`src/rtl/hr_local_inject_queue.sv`:
```
// rtl/hr_local_inject_queue.sv - per-local-port injection FIFO feeding a hierarchical-ring node
// Holds the head flit until the node acks it, and tracks head starvation for throttling.
module hr_local_inject_queue #(
   parameter int FLIT_W    = 144,
   parameter int VALID_BIT = 143,
   parameter int DEPTH     = 4,
   parameter int STARVE_W  = 8,
   parameter int STARVE_TH = 16
) (
   input  logic                     clk,
   input  logic                     rst,
   input  logic                     in_valid,
   input  logic [FLIT_W-1:0]        in_flit,
   output logic                     in_ready,
   output logic [FLIT_W-1:0]        port_local_o,
   input  logic                     port_ack,
   output logic [$clog2(DEPTH):0]   count,
   output logic                     starve,
   output logic                     err_ack
);

   localparam int PTR_W = $clog2(DEPTH);
   localparam int CNT_W = PTR_W + 1;
   localparam logic [CNT_W-1:0]    FULL_CNT = CNT_W'(DEPTH);
   localparam logic [STARVE_W:0]   TH_EXT   = (STARVE_W + 1)'(STARVE_TH);

   logic [FLIT_W-1:0]   mem [DEPTH];
   logic [PTR_W-1:0]    rd_ptr;
   logic [PTR_W-1:0]    wr_ptr;
   logic [CNT_W-1:0]    cnt;
   logic [STARVE_W-1:0] scnt;
   logic [STARVE_W-1:0] scnt_next;
   logic                starve_q;
   logic                err_q;
   logic                empty;
   logic                full;
   logic                push;
   logic                pop;
   logic [FLIT_W-1:0]   wr_flit;

   assign empty = (cnt == '0);
   assign full  = (cnt == FULL_CNT);
   assign push  = in_valid && !full;
   assign pop   = port_ack && !empty;

   assign in_ready     = !full;
   assign port_local_o = empty ? '0 : mem[rd_ptr];
   assign count        = cnt;
   assign starve       = starve_q;
   assign err_ack      = err_q;

   always_comb begin
      wr_flit            = in_flit;
      wr_flit[VALID_BIT] = 1'b1;
   end

   // A non-empty queue that is not popping is by construction seeing port_ack=0.
   always_comb begin
      scnt_next = scnt;
      if (empty || pop) begin
         scnt_next = '0;
      end else if (scnt != '1) begin
         scnt_next = scnt + 1'b1;
      end
   end

   always_ff @(posedge clk) begin
      if (push) begin
         mem[wr_ptr] <= wr_flit;
      end
   end

   always_ff @(posedge clk) begin
      if (rst) begin
         rd_ptr   <= '0;
         wr_ptr   <= '0;
         cnt      <= '0;
         scnt     <= '0;
         starve_q <= 1'b0;
         err_q    <= 1'b0;
      end else begin
         if (push) begin
            wr_ptr <= wr_ptr + 1'b1;
         end
         if (pop) begin
            rd_ptr <= rd_ptr + 1'b1;
         end
         case ({push, pop})
            2'b10:   cnt <= cnt + 1'b1;
            2'b01:   cnt <= cnt - 1'b1;
            default: cnt <= cnt;
         endcase
         scnt     <= scnt_next;
         starve_q <= ({1'b0, scnt_next} >= TH_EXT);
         if (port_ack && empty) begin
            err_q <= 1'b1;
         end
      end
   end

endmodule

```
`config.mk`:
```
export PLATFORM = sky130hd
export DESIGN_NAME = hr_local_inject_queue
export DESIGN_NICKNAME = d
export VERILOG_FILES = /design/src/rtl/hr_local_inject_queue.sv
export SDC_FILE = /design/constraint.sdc
export NUM_CORES = 1
export LEC_CHECK = 0
export CORE_ASPECT_RATIO = 1.2
export CORE_MARGIN = 5
export CORE_UTILIZATION = 35
export CTS_CLUSTER_SIZE = 25
export DETAILED_ROUTE_END_ITERATION = 12
export GPL_TIMING_DRIVEN = 0
export SLEW_MARGIN = 25
export SYNTH_ARGS = -nofsm -noshare
export SYNTH_HDL_FRONTEND = slang
export SYNTH_SLANG_ARGS = --single-unit
```
`constraint.sdc`:
```
create_clock -name clk -period 7.2 [get_ports clk]
set_clock_uncertainty 0.1 [all_clocks]
set_input_delay 1.44 -clock clk [delete_from_list [all_inputs] [get_ports clk]]
set_output_delay 1.44 -clock clk [all_outputs]
set_load 0.05 [all_outputs]
```
---- Word-level counts from Yosys, hierarchy flattened ----
Memory sizes are Yosys's and may differ from the RTL's. A register that Yosys moved wholly into a read port is not among the register bits.
Cells that the tools add are included.
operators by class
  add/subtract/negate cells ............... 5
  multipliers ............................. 0
  divide/modulo/power cells ............... 0
  order comparisons ....................... 1
  equality and inequality tests ........... 4
  shift-type cells ........................ 0
  multiplexer cells ....................... 8
  bitwise operators ....................... 0
  reductions and logical operators ........ 8
operator list
  kind                 count
  $mux 144             1
  $mux 8               2
  $add 8x1->8 const B  1
  $ge 8x5->1 const B   1
  $ne 8x8->1 const B   1
  $pmux 3 s2           1
  $add 2x1->2 const B  2
  $mux 2               2
  $add 3x1->3 const B  1
  $eq 3x3->1 const B   1
  $logic_and 1x1->1    3
  $logic_not 3->1      1
  $sub 3x1->3 const B  1
  $eq 2x1->1 const B   1
  $eq 2x2->1 const B   1
  $logic_not 1->1      2
  $mux 1               2
  $reduce_bool 2->1    1
  $logic_or 1x1->1     1
storage, ports and cells
  register bits ........................... 17
  bits in latches ......................... 0
  RAM bits ................................ 572
  bits in read-only memories .............. 0
  input bits .............................. 148
  output and inout bits ................... 150
  word-level logic and storage cells ...... 33
  memories kept ........................... 1
memories
  memory  words  bits a word  read ports  clocked after memory_dff  write ports  RTL line  RTL
  mem     4      143          1           1                         1            27        logic [FLIT_W-1:0] mem [DEPTH];

---- Longest topological paths before layout ----
Gate-level depths: netlist of run 1.
  depth in word-level cells ............... 6
  depth in mapped cells ................... 10
  mapped depth without buffers ............ 9

---- Least setup slack after synthesis of run 1 ----
No wires, ideal clock.
  path kind ............................... input -> register
  from .................................... input port in_valid
  to ...................................... memory mem[0][0] (netlist bit), enable pin
  setup time .............................. 0.521 ns
  arrival ................................. 4.758 ns
  slack ................................... 1.821 ns
  stages on the path ...................... 1
  path buffers ............................ 0
  path through ............................ and3_1
between the ends
  longest elaborated chain between the ends .. 3
ends and longest elaborated chain
  element                       RTL line  RTL
  start, declared               12        input logic in_valid,
  $logic_and 1x1->1             43        assign push = in_valid && !full;
  $mux 1                        68        if (push) begin
  $mux 1 (not written as such)  69        mem[wr_ptr] <= wr_flit;
  end, declared                 27
No other way between the ends.

==> results of run 1 <==
## synthesized netlist by cell type, types with 4 or more instances
| cell | instances | area share [%] |
|---|---|---|
| edfxtp_1 | 572 | 77 |
| nor3_1 | 5 | 0.11 |
| dfxtp_1 | 19 | 1.7 |
| clkbuf_1 | 24 | 0.40 |
| xor2_1 | 4 | 0.16 |
| nand3_1 | 4 | 0.089 |
| a21oi_1 | 6 | 0.13 |
| mux4_2 | 143 | 14 |
| buf_2 | 19 | 0.42 |
| and2_1 | 145 | 4.1 |
| inv_1 | 7 | 0.12 |
| nor2_1 | 14 | 0.23 |
| and3_1 | 4 | 0.11 |
| ha_1 | 6 | 0.34 |
| buf_1 | 7 | 0.12 |
## power breakdown
| group | leakage (uW) | switching [uW] | internal (uW) |
|---|---|---|---|
| Sequential | 0.00540 | 72.7 | 4140 |
| Clock | 0.000939 | 1250 | 1720 |
| Combinational | 0.00274 | 3220 | 1850 |
| Total | 0.00908 | 4540 | 7710 |
## layout make-up
class                   instances  area (um^2)  share of cell area [%]
repair buffers                311         3350                    11.7
clock inverters                31          186                   0.649
plain buffers                  50          213                   0.741
flip-flops and latches        591        17600                    61.1
multi-input cells             356         4610                    16.0
clock buffers                  80         1730                    6.04
inverters                       9         33.8                   0.118
diodes                          4         10.0                  0.0349
well taps                     824         1030                    3.59
## through the flow
stage	util [%]	std cells	power [uW]
CTS	45.3	2252	12500
floorplan	-	1006	7650
finish	45.4	2256	12300
detailed placement	42.3	2141	9470
global placement	41.7	2126	9490
global route	45.3	2252	12800
## worst paths after layout
| kind | start | to | slack (ns) | cells after the start |
|---|---|---|---|---|
| setup / recovery | flip-flop | port_local_o[134] | 2.00 | 6 |
| hold / removal | err_ack | err_ack | 0.39 | 2 |
| setup reg to reg | count[0] | count[2] | 4.52 | 10 |
| hold reg to reg | err_ack | err_ack | 0.39 | 2 |
## layer usage
metal / track usage (%) / part of all wire (%) / wire length (um)
met2: 24.4 / 51 / 25400
met1: 18.1 / 40 / 20000
met5: 0 / 0.096 / 48
met4: 3.56 / 2.1 / 1050
met3: 4.46 / 7.0 / 3530
## state kept, by name, indices dropped and copies added (netlist names), named ones only
register  count
wr_ptr        2
count         3
starve        1
scnt          8
rd_ptr        2
mem         572
err_ack       1
## kinds of logic (layout without fill, tap and decap cells)
| family | Yosys count | count (layout) | synth area share (%) |
|---|---|---|---|
| other | 0 | 4 | 0 |
| and+or+nand+nor | 186 | 186 | 5.04 |
| DFF | 591 | 591 | 78.4 |
| adders and majority gates | 7 | 7 | 0.425 |
| xor gates and xnor gates | 7 | 7 | 0.274 |
| AOI/OAI and AO/OA | 12 | 12 | 0.319 |
| muxes | 144 | 144 | 14.4 |
| buffers and inverters | 59 | 481 | 1.10 |
## worst max-delay path, cell delays in order, from the launching register on
cell,delay [ns]
dfxtp_1,0.31
buf_2,0.28
buf_2,0.41
buf_1,0.65
mux4_2,0.34
and2_1,0.13
clkdlybuf4s50_1,0.93
==> qor.yml, run 1 <==
finalWeightedCongestion: 0.686
worstPathMaxFanout: 10
critPathArrivalTime_ns: 3.66
grt_pass1_vias: 11900
worstSetupPathType: "flip-flop to output pin"
dr.pass1.iters: 5
slew_viol_final: 0
grt_start_max_net_pins: 40
drc: 0
synth_edf_count: 572
syn_area_um2: 22400
pre_cts_ws_ns: 2.56
cts_buffers: 59
grt_pass1_wl_mm: 75.1
yosysWarnings: 0
cts_setup_buffers: 0
start_util_pct: 35.4
core.rowCount: 101
synth_cells: 1006
yosysSeqAreaShare_pct: 78.4
track_usage_pct: 14.4
timing.setup.tns_ns: 0
max_clock_freq_mhz: 192
viasPerCell: 4.79
vdd_drop_max_mv: 0.266
clock_sink_count: 591
startpoint_type: "flip-flop"
crit_path_end_kind: "output pin"
layout_commonest_cell: "edfxtp_1"
design_area_um2: 28700
layout_common_cells: "edfxtp_1, clkdlybuf4s50_1, and2_1"
cts_buffer_depth: 3
ys.flop_type: "edfxtp_1"
cts-root-buf: "clkbuf_16"
core_area_um2: 63300
finalWirelength_mm: 50.1
clk_pin_slew_ns: 0.06
worst_pin_slew_ns: 0.798
die_h_um: 287
finalHoldViolCount: 0
rsz0062_at_grt: "no"
fp.dieArea_um2: 69100
setup-violations-final: 0
fin_ws_ns: 2.00
whs_ns: 0.391
antenna_left: 0
die_x_um: 241
vias: 10800
nNetsFinal: 1533
synth_async_sr_flop_share_pct: 0
power.leakage_uw: 0.00908
hold_buffers: 0
hold_class: "flip-flop to flip-flop"
clkLatencyLatePin_ns: 0.59
grt_overflow: 0
outcome: "completed"
fin_crit_ns: 5.20
io_pins: 298
avgSynthCellArea_um2: 22.3
route.detailed.wl_per_inst_um: 22.2
antenna_found_initial: 8
post_dp_cell_area_um2: 26800
layout-drive-gt1-share_pct: 19.3
drt_iter0_markers: 488
max_slew_margin_pct: 46.8
area_growth_pct: 28.3
ys_ff_latch: 591
power.density_nw_per_um2: 427
min_period_over_period_pct: 72.2
fillCellCount: 5389
htreeDepth: 2
cap_violations: 0
cts_tree: "yes"
dpl.hpwl_mm: 32.6
cts_resized: 0
syn_nets: 1161
io_buffers: 296
synth_cell_types: 35
required_ns: 5.66
No activity file was read; power rests on OpenSTA's default activity.
==> inputs of run 2 (changes only) <==
==> constraint.sdc (replaced) <==
create_clock -name clk -period 4.73 [get_ports clk]
set_clock_uncertainty 0.1 [all_clocks]
set_input_delay 0.946 -clock clk [delete_from_list [all_inputs] [get_ports clk]]
set_output_delay 0.946 -clock clk [all_outputs]
set_load 0.05 [all_outputs]
==> run 2 against run 1 <==
Sequential share of layout area down 0.090 points. Design area rose by 0.15%. Clock power grew 54%. Critical path depth grew 1.
==> qor.yml, run 2 (synthesis results as in run 1) <==
fillCellCount: 5384  # was 5389
path_common_cell: "clkbuf_1"  # was buf_2
design_area_um2: 28800  # was 28700 um^2
grt_pass1_wl_mm: 76.3  # was 75.1 mm
grt_overflow: 0  # unchanged
worst-path-buf-inv: 5  # was 4
io_pins: 298  # unchanged
p_comb_share_pct: 41.5  # was 41.4%
cts-root-buf: "clkbuf_16"  # unchanged
layout_common_cells: "edfxtp_1, clkdlybuf4s50_1, and2_1"  # unchanged
grt_start_max_net_pins: 39  # was 40
p_total_uw: 18800  # was 12300 uW
antenna_found_initial: 3  # was 8
required_ns: 3.68  # was 5.66 ns
max_clock_freq_mhz: 224
clock_sink_count: 591  # unchanged
setup-violations-final: 0  # unchanged
power.leakage_uw: 0.00917  # was 0.00908 uW
track_usage_pct: 14.6  # was 14.4%
post_dp_cell_area_um2: 26800  # about the same
startpoint_type: "flip-flop"  # unchanged
worst_pin_slew_ns: 0.799  # was 0.798 ns
timing.setup.tns_ns: 0  # unchanged
worstPathMaxFanout: 10  # unchanged
critPathTopFamily: "buffers and inverters"  # unchanged
worstSetupPathType: "flip-flop to output pin"  # unchanged
area_growth_pct: 28.5  # was 28.3%
crit_chain: "nor3_2 -> inv_2 -> clkbuf_1 -> buf_6 -> clkbuf_1 -> and2_1 -> clkdlybuf4s50_1"  # was buf_2 -> buf_2 -> buf_1 -> mux4_2 -> and2_1 -> clkdlybuf4s50_1
vdd_drop_max_mv: 0.422  # was 0.266 mV
cts_buffers: 61  # was 59
route.detailed.wl_per_inst_um: 22.4  # was 22.2 um
critPathArrivalTime_ns: 3.41  # was 3.66 ns
r2r_slack_ns: 2.12  # was 4.52 ns
cts_tree: "yes"  # unchanged
clkPwrFrac_pct: 24.3  # was 24.2%
start_util_pct: 35.4  # unchanged
io_buffers: 296  # unchanged
slew_viol_final: 0  # unchanged
htreeDepth: 2  # unchanged
outcome: "completed"  # unchanged
hold_class: "flip-flop to flip-flop"  # unchanged
clkLatencyLatePin_ns: 0.62  # was 0.59 ns
cts_buffer_depth: 3  # unchanged
min_period_over_period_pct: 94.3
fp.dieArea_um2: 69100  # unchanged
largest_register_ffs: 572  # unchanged
finalWirelength_mm: 50.6  # was 50.1 mm
power.density_nw_per_um2: 652  # was 427 nW/um^2
cap_violations: 0  # unchanged
finalWeightedCongestion: 0.705  # was 0.686
cts_setup_buffers: 0  # unchanged
seq_power_share_pct: 34.2  # was 34.4%
vias: 10900  # was 10.8k
critPathMaxStageDelay_ns: 0.90  # was 0.93 ns
layout_commonest_cell: "edfxtp_1"  # unchanged
dr.pass1.iters: 4  # was 5
power.switching_uw: 6970  # was 4540 uW
nNetsFinal: 1537  # was 1533
drc: 0  # unchanged
slowest_stage: "clkdlybuf4s50_1"  # unchanged
rsz0062_at_grt: "no"  # unchanged
die_x_um: 241  # unchanged
clk_pin_slew_ns: 0.06  # about the same
antenna_left: 0  # unchanged
fin_crit_ns: 4.46
top_register: "mem"  # unchanged
dpl.hpwl_mm: 32.9  # was 32.6 mm
p_sw_share_pct: 37.1  # about the same
crit_path_end_kind: "output pin"  # unchanged
max_slew_margin_pct: 46.7  # was 46.8%
core.rowCount: 101  # unchanged
p_int_uw: 11800  # was 7710 uW
core_area_um2: 63300  # unchanged
layout-drive-gt1-share_pct: 19.6  # was 19.3%
drt_iter0_markers: 498  # was 488
finalHoldViolCount: 0  # unchanged
die_h_um: 287  # unchanged
viasPerCell: 4.84  # was 4.79
grt_pass1_vias: 11900  # about the same
[run 2: cell count changes in the layout (fill, tap and decap cells not counted), moves of 3 or more]
cell | previous run | this run
diode_2 | 4 | 1
clkbuf_8 | 3 | 0
bufinv_16 | 1 | 4
clkbuf_2 | 1 | 6
clkbuf_4 | 0 | 3
dlymetal6s2s_1 | 0 | 4
clkbuf_1 | 34 | 37
buf_4 | 0 | 5
buf_2 | 19 | 13
buf_1 | 7 | 0
clkdlybuf4s50_1 | 296 | 292
clkbuf_16 | 66 | 63
[run 2: worst min-delay path: cells and delay by family (launching register included)]
kind               cells  cell delay [ns]
and+or+nand+nor        1             0.06
AOI/OAI and AO/OA      1             0.06
DFF                    1             0.34
[run 2: metrics by stage]
stage / instances / util (%) / worst slack [ns] / hold slack [ns]
floorplan: 1006 / - / 1.07 / 0.369
global placement: 2126 / 41.7 / -0.780 / 0.387
detailed placement: 2143 / 42.3 / 0.416 / 0.402
CTS: 2254 / 45.4 / 0.0102 / 0.409
global route: 2254 / 45.4 / 0.0193 / 0.461
finish: 2255 / 45.4 / 0.271 / 0.405
[run 2: final timing paths]
kind,startpoint,endpoint,cells after the start
worst max-delay path,count[0],port_local_o[58],7
worst min-delay path,wr_ptr[1],wr_ptr[1],2
worst max register to register,count[0],count[2],10
worst min register to register,wr_ptr[1],wr_ptr[1],2
[run 2: final cells by class]
cell class                      count  area [um^2]  area share, %
Sequential cell                   591        17600           61.0
Multi-Input combinational cell    356         4610           16.0
Timing Repair Buffer              313         3380           11.8
Clock buffer                       79         1640           5.69
Tap cell                          824         1030           3.58
Clock inverter                     32          258          0.896
Buffer                             50          255          0.888
Inverter                            9         33.8          0.117
Antenna cell                        1         2.50        0.00870
[run 2: timing repair]
item                                    4_1_cts  5_1_grt
gates cloned                                  0        0
endpoints found under the setup margin       15       28
gates resized for setup                       9       17
hold buffers                                  0        0
[run 2: routing by layer]
layer	vias up	global-route usage [%]	routed length [um]
met2	282	24.1	25100
met4	4	3.75	1250
met3	81	3.84	3270
met5	-	0	27
met1	5689	19.3	21000
li1	4858	-	-
[run 2: power groups by stage]
stage / combinational (uW) / sequential [uW] / clock [uW]
after floorplan: 5030 / 6580 / 0
after global placement: 7810 / 6590 / 0
after detailed placement: 7930 / 6530 / 0
after CTS: 7980 / 6420 / 4710
after global routing: 8250 / 6460 / 4930
final: 7780 / 6420 / 4560
==> inputs of run 3 (changes only) <==
--- a/config.mk
+++ b/config.mk
@@ -5,12 +5,13 @@
 export SDC_FILE = /design/constraint.sdc
 export NUM_CORES = 1
 export LEC_CHECK = 0
-export CORE_ASPECT_RATIO = 1.2
+export CORE_ASPECT_RATIO = 0.5
 export CORE_MARGIN = 5
-export CORE_UTILIZATION = 35
+export CORE_UTILIZATION = 45
 export CTS_CLUSTER_SIZE = 25
 export DETAILED_ROUTE_END_ITERATION = 12
 export GPL_TIMING_DRIVEN = 0
+export PLACE_DENSITY = 0.7
 export SLEW_MARGIN = 25
 export SYNTH_ARGS = -nofsm -noshare
 export SYNTH_HDL_FRONTEND = slang
==> run 3 against run 2 <==
Critical path type unchanged. Hold slack better by 0.022 ns. Highest routed layer unchanged. Power fell by 3.0%. Utilization is 12 points higher. Largest cell class unchanged. First-iteration DRC count grew 37%.
==> qor.yml, run 3 (synthesis results as in run 1) <==
drt_iter0_markers: 680  # was 498
layout_commonest_cell: "edfxtp_1"  # unchanged
seq_power_share_pct: 35.3  # was 34.2%
slowest_stage: "clkdlybuf4s50_1"  # unchanged
max_clock_freq_mhz: 224  # about the same
antenna_found_initial: 9  # was 3
fp.dieArea_um2: 54600  # was 69100 um^2
vdd_drop_max_mv: 0.323  # was 0.422 mV
top_register: "mem"  # unchanged
core_area_um2: 48900  # was 63300 um^2
worst-path-buf-inv: 4  # was 5
multi_input_area_um2: 4610  # unchanged
die_h_um: 168  # was 287 um
max_slew_margin_pct: 37.6  # was 46.7%
layout_common_cells: "edfxtp_1, clkdlybuf4s50_1, and2_1"  # unchanged
finalWeightedCongestion: 0.733  # was 0.705
crit_chain: "buf_2 -> buf_2 -> buf_2 -> mux4_2 -> and2_1 -> clkdlybuf4s50_1"  # was nor3_2 -> inv_2 -> clkbuf_1 -> buf_6 -> clkbuf_1 -> and2_1 -> clkdlybuf4s50_1
pre_cts_ws_ns: 0.788  # was 0.416 ns
startpoint_type: "flip-flop"  # unchanged
antenna_left: 0  # unchanged
io_buffers: 296  # unchanged
clkLatencyLatePin_ns: 0.57  # was 0.62 ns
track_usage_pct: 17.3  # was 14.6%
cts_setup_buffers: 0  # unchanged
p_sw_share_pct: 37.3  # was 37.1%
path_common_cell: "buf_2"  # was clkbuf_1
slew_viol_final: 0  # unchanged
clkPwrFrac_pct: 22.7  # was 24.3%
fillCellCount: 3458  # was 5384
die_x_um: 325  # was 241 um
finalWirelength_mm: 48.0  # was 50.6 mm
cts_buffer_depth: 3  # unchanged
worstSetupPathType: "flip-flop to output pin"  # unchanged
grt_overflow: 0  # unchanged
worstPathMaxFanout: 10  # unchanged
core.rowCount: 57  # was 101
power.leakage_uw: 0.00892  # was 0.00917 uW
worst_pin_slew_ns: 0.936  # was 0.799 ns
fin_ws_ns: 0.269  # was 0.271 ns
critPathTopFamily: "buffers and inverters"  # unchanged
clk_pin_slew_ns: 0.07  # was 0.06 ns
seq_area_um2: 17600  # unchanged
drc: 0  # unchanged
cts-root-buf: "clkbuf_16"  # unchanged
viasPerCell: 5.23  # was 4.84
io_pins: 298  # unchanged
power.switching_uw: 6780  # was 6970 uW
cap_violations: 0  # unchanged
required_ns: 3.68  # about the same
dpl.hpwl_mm: 31.7  # was 32.9 mm
grt_pass1_vias: 11700  # was 11.9k
layout-drive-gt1-share_pct: 18.5  # was 19.6%
htreeDepth: 2  # unchanged
route.detailed.wl_per_inst_um: 23.2  # was 22.4 um
crit_path_end_kind: "output pin"  # unchanged
placedCellCount: 1964  # was 2143
hold_buffers: 0  # unchanged
cts_resized: 0  # was 9
layoutNonFillerInstCount: 2067  # was 2255
min_period_over_period_pct: 94.3  # about the same
start_util_pct: 45.8  # was 35.4%
worstHoldStart: "count[2]"  # was wr_ptr[1]
dr.pass1.iters: 5  # was 4
vias: 10800  # was 10.9k
area_growth_pct: 25.9  # was 28.5%
hold_class: "flip-flop to flip-flop"  # unchanged
largest_register_ffs: 572  # unchanged
cts_tree: "yes"  # unchanged
fin_crit_ns: 4.46  # about the same
power.density_nw_per_um2: 645  # was 652 nW/um^2
setup-violations-final: 0  # unchanged
nNetsFinal: 1524  # was 1537
outcome: "completed"  # unchanged
p_comb_share_pct: 42.0  # was 41.5%
critPathMaxStageDelay_ns: 0.73  # was 0.90 ns
grt_start_max_net_pins: 43  # was 39
cts_buffers: 52  # was 61
grt_pass1_wl_mm: 72.1  # was 76.3 mm
finalHoldViolCount: 0  # unchanged
worst_r2r_startpoint: "count[0]"  # unchanged
critPathArrivalTime_ns: 3.41  # about the same
p_int_uw: 11400  # was 11800 uW
clock_sink_count: 591  # unchanged
rsz0062_at_grt: "no"  # unchanged
[run 3: power by group through the flow]
stage               registers (uW)  clock network [uW]  logic (uW)
floorplan                     6580                   0        5030
global placement              6570                   0        7600
detailed placement            6540                   0        7740
CTS                           6430                4220        7770
global route                  6460                4490        7990
finish                        6430                4130        7630
[run 3: layout make-up]
class / instances / share of cell area, %
plain buffers: 50 / 0.750
inverters: 9 / 0.120
multi-input cells: 356 / 16.3
flip-flops and latches: 591 / 62.3
clock inverters: 30 / 0.954
well taps: 649 / 2.88
repair buffers: 309 / 11.6
diodes: 7 / 0.0622
clock buffers: 66 / 4.95
[run 3: worst register-to-register path, delay by kind of cell, from the launching register on]
| family | cells | cell delay, ns |
|---|---|---|
| compound gates | 1 | 0.13 |
| xor+xnor | 1 | 0.16 |
| fa+ha+maj | 2 | 0.58 |
| buf+inv | 3 | 0.81 |
| flops | 1 | 0.44 |
| simple gates | 3 | 0.69 |
[run 3: per-layer routing]
layer  routed length (um)  GRT usage [%]  vias to the layer above
met3                 1360           2.54                       84
met2                27400           32.7                      195
met5                   11              0                        -
met1                17800           20.2                     5713
met4                 1420           6.20                        2
li1                     -              -                     4824
[run 3: final timing paths]
check	endpoint	slack [ns]	cells after the start
setup / recovery	port_local_o[74]	0.27	6
hold / removal	count[2]	0.43	2
setup reg to reg	count[2]	1.75	10
hold reg to reg	count[2]	0.43	2
[run 3: metrics by stage]
stage / hold slack [ns] / util, % / total power (uW) / setup TNS, ns / cell area [um^2]
2_1_floorplan: 0.369 / - / 11600 / 0 / 22400
3_3_place_gp: 0.394 / 53.6 / 14200 / -216.18 / 26200
3_5_place_dp: 0.416 / 54.3 / 14300 / 0 / 26500
4_1_cts: 0.425 / 57.7 / 18400 / 0 / 28200
5_1_grt: 0.459 / 57.7 / 18900 / 0 / 28200
6_report: 0.427 / 57.7 / 18200 / 0 / 28200
